===== src/rtl/pipeline_hazard_ctrl.sv =====
// Stall/flush sequencer for the 5-stage MIPS pipe.
// Tracks in-flight writers in EX/MEM/WB, stalls ID on unresolvable RAW hazards,
// flushes IF/ID on redirects, freezes on data-memory wait, and counts events.
module pipeline_hazard_ctrl #(
  parameter bit          FWD_EN    = 1'b1,
  parameter bit          RF_BYPASS = 1'b1,
  parameter int unsigned CNT_WIDTH = 32
) (
  input  logic                 clk,
  input  logic                 reset,
  input  logic                 id_valid,
  input  logic [4:0]           id_rs,
  input  logic [4:0]           id_rt,
  input  logic                 id_uses_rs,
  input  logic                 id_uses_rt,
  input  logic                 id_is_branch,
  input  logic [4:0]           id_dest,
  input  logic                 id_regwrite,
  input  logic                 id_memread,
  input  logic                 redirect_taken,
  input  logic                 dmem_wait,
  output logic                 pc_write,
  output logic                 ifid_enable,
  output logic                 ifid_flush,
  output logic                 idex_flush,
  output logic [CNT_WIDTH-1:0] stall_count,
  output logic [CNT_WIDTH-1:0] flush_count
);

  typedef struct packed {
    logic       v;
    logic [4:0] dest;
    logic       rw;
    logic       mr;
  } sb_ent_t;

  sb_ent_t ex_q, mem_q, wb_q;
  sb_ent_t ex_d, mem_d, wb_d;
  logic [CNT_WIDTH-1:0] stall_cnt_q, stall_cnt_d;
  logic [CNT_WIDTH-1:0] flush_cnt_q, flush_cnt_d;

  logic ex_hit, mem_hit, wb_hit;
  logic load_use, br_haz, nofwd, wb_haz, stall, freeze;

  // One source register against one in-flight writer; $0 never hazards.
  function automatic logic hit(input sb_ent_t e, input logic [4:0] r, input logic use_r);
    return use_r && e.v && e.rw && (e.dest == r) && (r != 5'd0);
  endfunction

  // Hazard detection and pipeline control, priority freeze > stall > redirect.
  always_comb begin
    ex_hit  = id_valid && (hit(ex_q,  id_rs, id_uses_rs) || hit(ex_q,  id_rt, id_uses_rt));
    mem_hit = id_valid && (hit(mem_q, id_rs, id_uses_rs) || hit(mem_q, id_rt, id_uses_rt));
    wb_hit  = id_valid && (hit(wb_q,  id_rs, id_uses_rs) || hit(wb_q,  id_rt, id_uses_rt));

    load_use = ex_hit && ex_q.mr;
    br_haz   = id_is_branch && (ex_hit || (mem_hit && mem_q.mr));
    nofwd    = !FWD_EN && (ex_hit || mem_hit);
    wb_haz   = !RF_BYPASS && wb_hit;
    stall    = load_use || br_haz || nofwd || wb_haz;
    freeze   = dmem_wait;

    pc_write    = !freeze && !stall;
    ifid_enable = !freeze && !stall;
    idex_flush  = stall && !freeze;
    ifid_flush  = redirect_taken && !stall && !freeze;
  end

  // Scoreboard advance: hold on freeze, insert a bubble into EX on stall.
  always_comb begin
    ex_d  = ex_q;
    mem_d = mem_q;
    wb_d  = wb_q;
    if (!freeze) begin
      wb_d  = mem_q;
      mem_d = ex_q;
      ex_d  = stall ? '0 : '{v: id_valid, dest: id_dest, rw: id_regwrite, mr: id_memread};
    end
  end

  // Saturating event counters; stall/flush are both low during freeze so they hold.
  always_comb begin
    stall_cnt_d = stall_cnt_q;
    flush_cnt_d = flush_cnt_q;
    if (idex_flush && (stall_cnt_q != {CNT_WIDTH{1'b1}})) stall_cnt_d = stall_cnt_q + 1'b1;
    if (ifid_flush && (flush_cnt_q != {CNT_WIDTH{1'b1}})) flush_cnt_d = flush_cnt_q + 1'b1;
  end

  // State registers.
  always_ff @(posedge clk or posedge reset) begin
    if (reset) begin
      ex_q        <= '0;
      mem_q       <= '0;
      wb_q        <= '0;
      stall_cnt_q <= '0;
      flush_cnt_q <= '0;
    end else begin
      ex_q        <= ex_d;
      mem_q       <= mem_d;
      wb_q        <= wb_d;
      stall_cnt_q <= stall_cnt_d;
      flush_cnt_q <= flush_cnt_d;
    end
  end

  assign stall_count = stall_cnt_q;
  assign flush_count = flush_cnt_q;

endmodule


===== config.mk =====
export PLATFORM = sky130hd
export DESIGN_NAME = pipeline_hazard_ctrl
export DESIGN_NICKNAME = d
export VERILOG_FILES = /design/src/rtl/pipeline_hazard_ctrl.sv
export SDC_FILE = /design/constraint.sdc
export NUM_CORES = 1
export LEC_CHECK = 0
export ABC_AREA = 0
export CAP_MARGIN = 20
export CORE_ASPECT_RATIO = 0.9
export CORE_MARGIN = 5
export CORE_UTILIZATION = 45
export DETAILED_ROUTE_END_ITERATION = 16
export GPL_TIMING_DRIVEN = 0
export PLACE_DENSITY = 0.73
export REMOVE_ABC_BUFFERS = 1
export SYNTH_ARGS = -nofsm -noshare
export SYNTH_HDL_FRONTEND = slang
export SYNTH_SLANG_ARGS = --single-unit

===== constraint.sdc =====
create_clock -name clk -period 6 [get_ports clk]
set_input_delay 0.6 -clock clk [delete_from_list [all_inputs] [get_ports clk]]
set_output_delay 0.6 -clock clk [all_outputs]
set_load 0.05 [all_outputs]

==> results.sh <==
export IMPL_min_to="flush_count[27]$_DFFE_PP0P_"
export IMPL_post_drt_via_cell_ratio=5.26
export IMPL_dr_total_vias=3014
export IMPL_htreeDepth=3
export IMPL_worstSetupPathType="in -> out"
export IMPL_io_buffers=92
export IMPL_rsz0062_at_grt="false"
export IMPL_fmax_mhz=225
export IMPL_worst_clock_skew_ns=0.00877
export IMPL_num_rows=32
export IMPL_grt_max_degree=63
export IMPL_min_path_type="reg -> reg"
export IMPL_post_dp_hpwl_mm=6.68
export IMPL_path_clk_slew_ns=0.08
export IMPL_drtAntennaViolNets=0
export IMPL_relSlewSlack_pct=37.4
export IMPL_die_width_um=110
export IMPL_regArea_um2=2000
export IMPL_post_cts_buffers=0
export IMPL_peakVddDrop_mv=0.281
export IMPL_drt_pass1_iterations=4
export IMPL_layout_drive_gt1_share_pct=11.2
export IMPL_syn2layout_area_growth_pct=31.7
export IMPL_dpl_cell_area_um2=5080
export IMPL_core_um2=8650
export IMPL_tightest_slew_ns=0.936
export IMPL_grt_pass1_wl_mm=15.9
export IMPL_final_hold_viol_count=0
export IMPL_hold_buffers=0
export IMPL_clkSinkCount=80
export IMPL_p_leak_nw=2.23
export IMPL_netlist_area_um2=4020
export IMPL_dieArea_um2=10900
export IMPL_grt_overflow_total=0
export IMPL_holdPathStages=1
export IMPL_yosys_warnings=0
export IMPL_cts_resized_gates=0
export IMPL_worstPathArrival_ns=3.85
export IMPL_avgSynthCellArea_um2=11.2
export IMPL_min_delay_start="flush_count[27]$_DFFE_PP0P_"
export IMPL_synth_seq_cells=80
export IMPL_synth_cells=358
export IMPL_worst_path_max_fanout=9
export IMPL_r2r_slack_ns=3.35
export IMPL_fill_cells=757
export IMPL_endpoint_kind="output pin"
export IMPL_status="completed"
export IMPL_drv_slew=0
export IMPL_layout_min_cycle_time_ns=4.45
export IMPL_drt_total_wl_mm=9.42
export IMPL_insertion_delay_ns=0.35
export IMPL_dieHeight_um=99.7
export IMPL_max_cap_viol_count=0
export IMPL_root_buffer="clkbuf_8"
export IMPL_drc=0
export IMPL_critical_path_required_ns=5.40
export IMPL_grt_antenna_before_repair=0
export IMPL_start_util_pct=46.5
export IMPL_finalCritPeriodShare_pct=74.1
export IMPL_fin_area_um2=5300
export IMPL_fin_tns_setup_ns=0
export IMPL_synth_distinct_cells=43
export IMPL_r2r_end="stall_count[1]$_DFFE_PP0P_"
export IMPL_place_congestion=0.870
export IMPL_final_cells=573
export IMPL_r2r_cells=8
export IMPL_clockBufferDepth=2
export IMPL_hold_ws_ns=0.496
export IMPL_grt_pass1_vias=3188
export IMPL_start_kind="primary input"
export IMPL_multi_input_area_um2=1930
export IMPL_insertedDiodeCount=0
export IMPL_r2r_start="stall_count[0]$_DFFE_PP0P_"
export IMPL_ys_seq_area_share_pct=49.8
export IMPL_numCtsBuffers=9
export IMPL_grtUsageTotal_pct=18.2
export IMPL_cts_tree="built"
export IMPL_dp_cells=558
export IMPL_drt_initial_drc_count=95
export IMPL_nNetsFinal=477
export IMPL_total_power_mw=1.36
export IMPL_power_density_nw_per_um2=257
export IMPL_setup_viol=0
export IMPL_wire_per_inst_um=16.4
export IMPL_ios=93
## area by class of cell
cell class	instances	share of cell area (%)
inverters	7	0.543
multi-input cells	258	36.5
clock inverters	3	1.23
flip-flops and latches	80	37.8
clock buffers	12	2.93
well taps	119	2.81
repair buffers	94	18.2
## report_power, final
group / internal [mW] / switching, mW
sequential: 0.580 / 0.0483
combinational: 0.113 / 0.174
clock: 0.255 / 0.190
total: 0.948 / 0.412
## worst max-delay path by stage
| stage | start | end | slack [ns] | cells after the start |
|---|---|---|---|---|
| floorplan | stall_count[0]$_DFFE_PP0P_ | stall_count[10]$_DFFE_PP0P_ | 2.03 | 8 |
| global placement | id_rt[1] | stall_count[8]$_DFFE_PP0P_ | 0.75 | 8 |
| detailed placement | id_rs[0] | ifid_enable | 1.58 | 8 |
| CTS | id_rs[0] | ifid_enable | 1.58 | 8 |
| global route | id_rt[0] | ifid_enable | 1.40 | 8 |
| finish | id_rs[0] | ifid_enable | 1.55 | 8 |
## registers in the layout, summed over array words and instances, names as in the netlist
name,flops
stall_count,32
flush_count,32
mem_q,8
ex_q,8
## worst max-delay path, cell delays in order
cell	delay (ns)
clkdlybuf4s50_1	0.49
or4_1	0.56
o21ai_1	0.21
nor3_1	0.12
o221ai_2	0.40
nand2_2	0.20
nor2_2	0.37
clkdlybuf4s50_1	0.89
## routing by layer
| layer | up-vias | routed length [um] | global-route usage [%] |
|---|---|---|---|
| li1 | 1440 | - | - |
| met1 | 1496 | 4370 | 25.1 |
| met2 | 68 | 4530 | 28.6 |
| met3 | 10 | 414 | 4.80 |
| met4 | 0 | 112 | 4.79 |
| met5 | - | 0 | 0 |
## per-stage QoR
stage               utilization, %  setup slack, ns
finish                        61.2             1.55
global route                  61.2             1.40
CTS                           61.2             1.58
detailed placement            58.7             1.58
global placement              58.0            0.749
floorplan                        -             2.03
## placed cells by master (no fill, tap or decap), types with 3 or more instances in the layout
cell type	instances
clkdlybuf4s50_1	92
dfrtp_1	80
xnor2_1	53
xor2_1	28
nand2_1	26
nand4_1	23
and3_1	22
nand3_1	16
nor3_2	12
clkbuf_8	11
nor2_1	9
mux2_2	9
a22o_1	7
nor4_1	6
inv_1	6
nor3_1	5
and4_1	5
nor4_2	4
or4_1	3
nand2b_1	3
and2_1	3
## synth_stat cells
cell       number  area [um^2]
and4_1          5         43.8
clkbuf_1        4         15.0
nor3_1          5         25.0
o21ai_1         2         10.0
nand2_2         1         6.26
a211oi_1        1         7.51
nand2b_1        3         18.8
or3_1           2         12.5
xor2_1         28          245
o221ai_2        1         15.0
mux2_2          9          101
ha_1            2         25.0
a21oi_1         2         10.0
or2_1           1         6.26
o22ai_1         1         6.26
and3_1         22          138
or3_4           2         22.5
buf_6           2         22.5
o2111ai_2       1         15.0
nand4b_1        1         8.76
buf_1           2         7.51
dfrtp_1        80         2000
inv_1           7         26.3
nor4_1          6         37.5
buf_2           4         20.0
nor2_1          9         33.8
xnor2_1        53          464
mux2_1          1         11.3
nor2_2          1         6.26
nor3_2         12          120
buf_4           1         7.51
nand3_1        16         80.1
nand4_1        23          144
nand2_1        26         97.6
nand3_4         1         17.5
and2_1          3         18.8
or4_1           3         22.5
a22o_1          7         61.3
nor2b_1         1         6.26
xnor2_2         1         16.3
o211ai_1        1         7.51
nor4b_1         1         8.76
nor4_2          4         50.1
## cell families (layout without fill, tap and decap cells)
group	Yosys count	in the layout	synth area share, %
XOR/XNOR	82	82	18.0
AO/OA/AOI/OAI	16	16	3.30
adder cells (fa/ha/maj)	2	2	0.622
multiplexers	10	10	2.80
flip-flops	80	80	49.8
AND/OR/NAND/NOR	148	148	23.0
buffers and inverters	20	116	2.46
No activity file was read; power rests on OpenSTA's default activity.
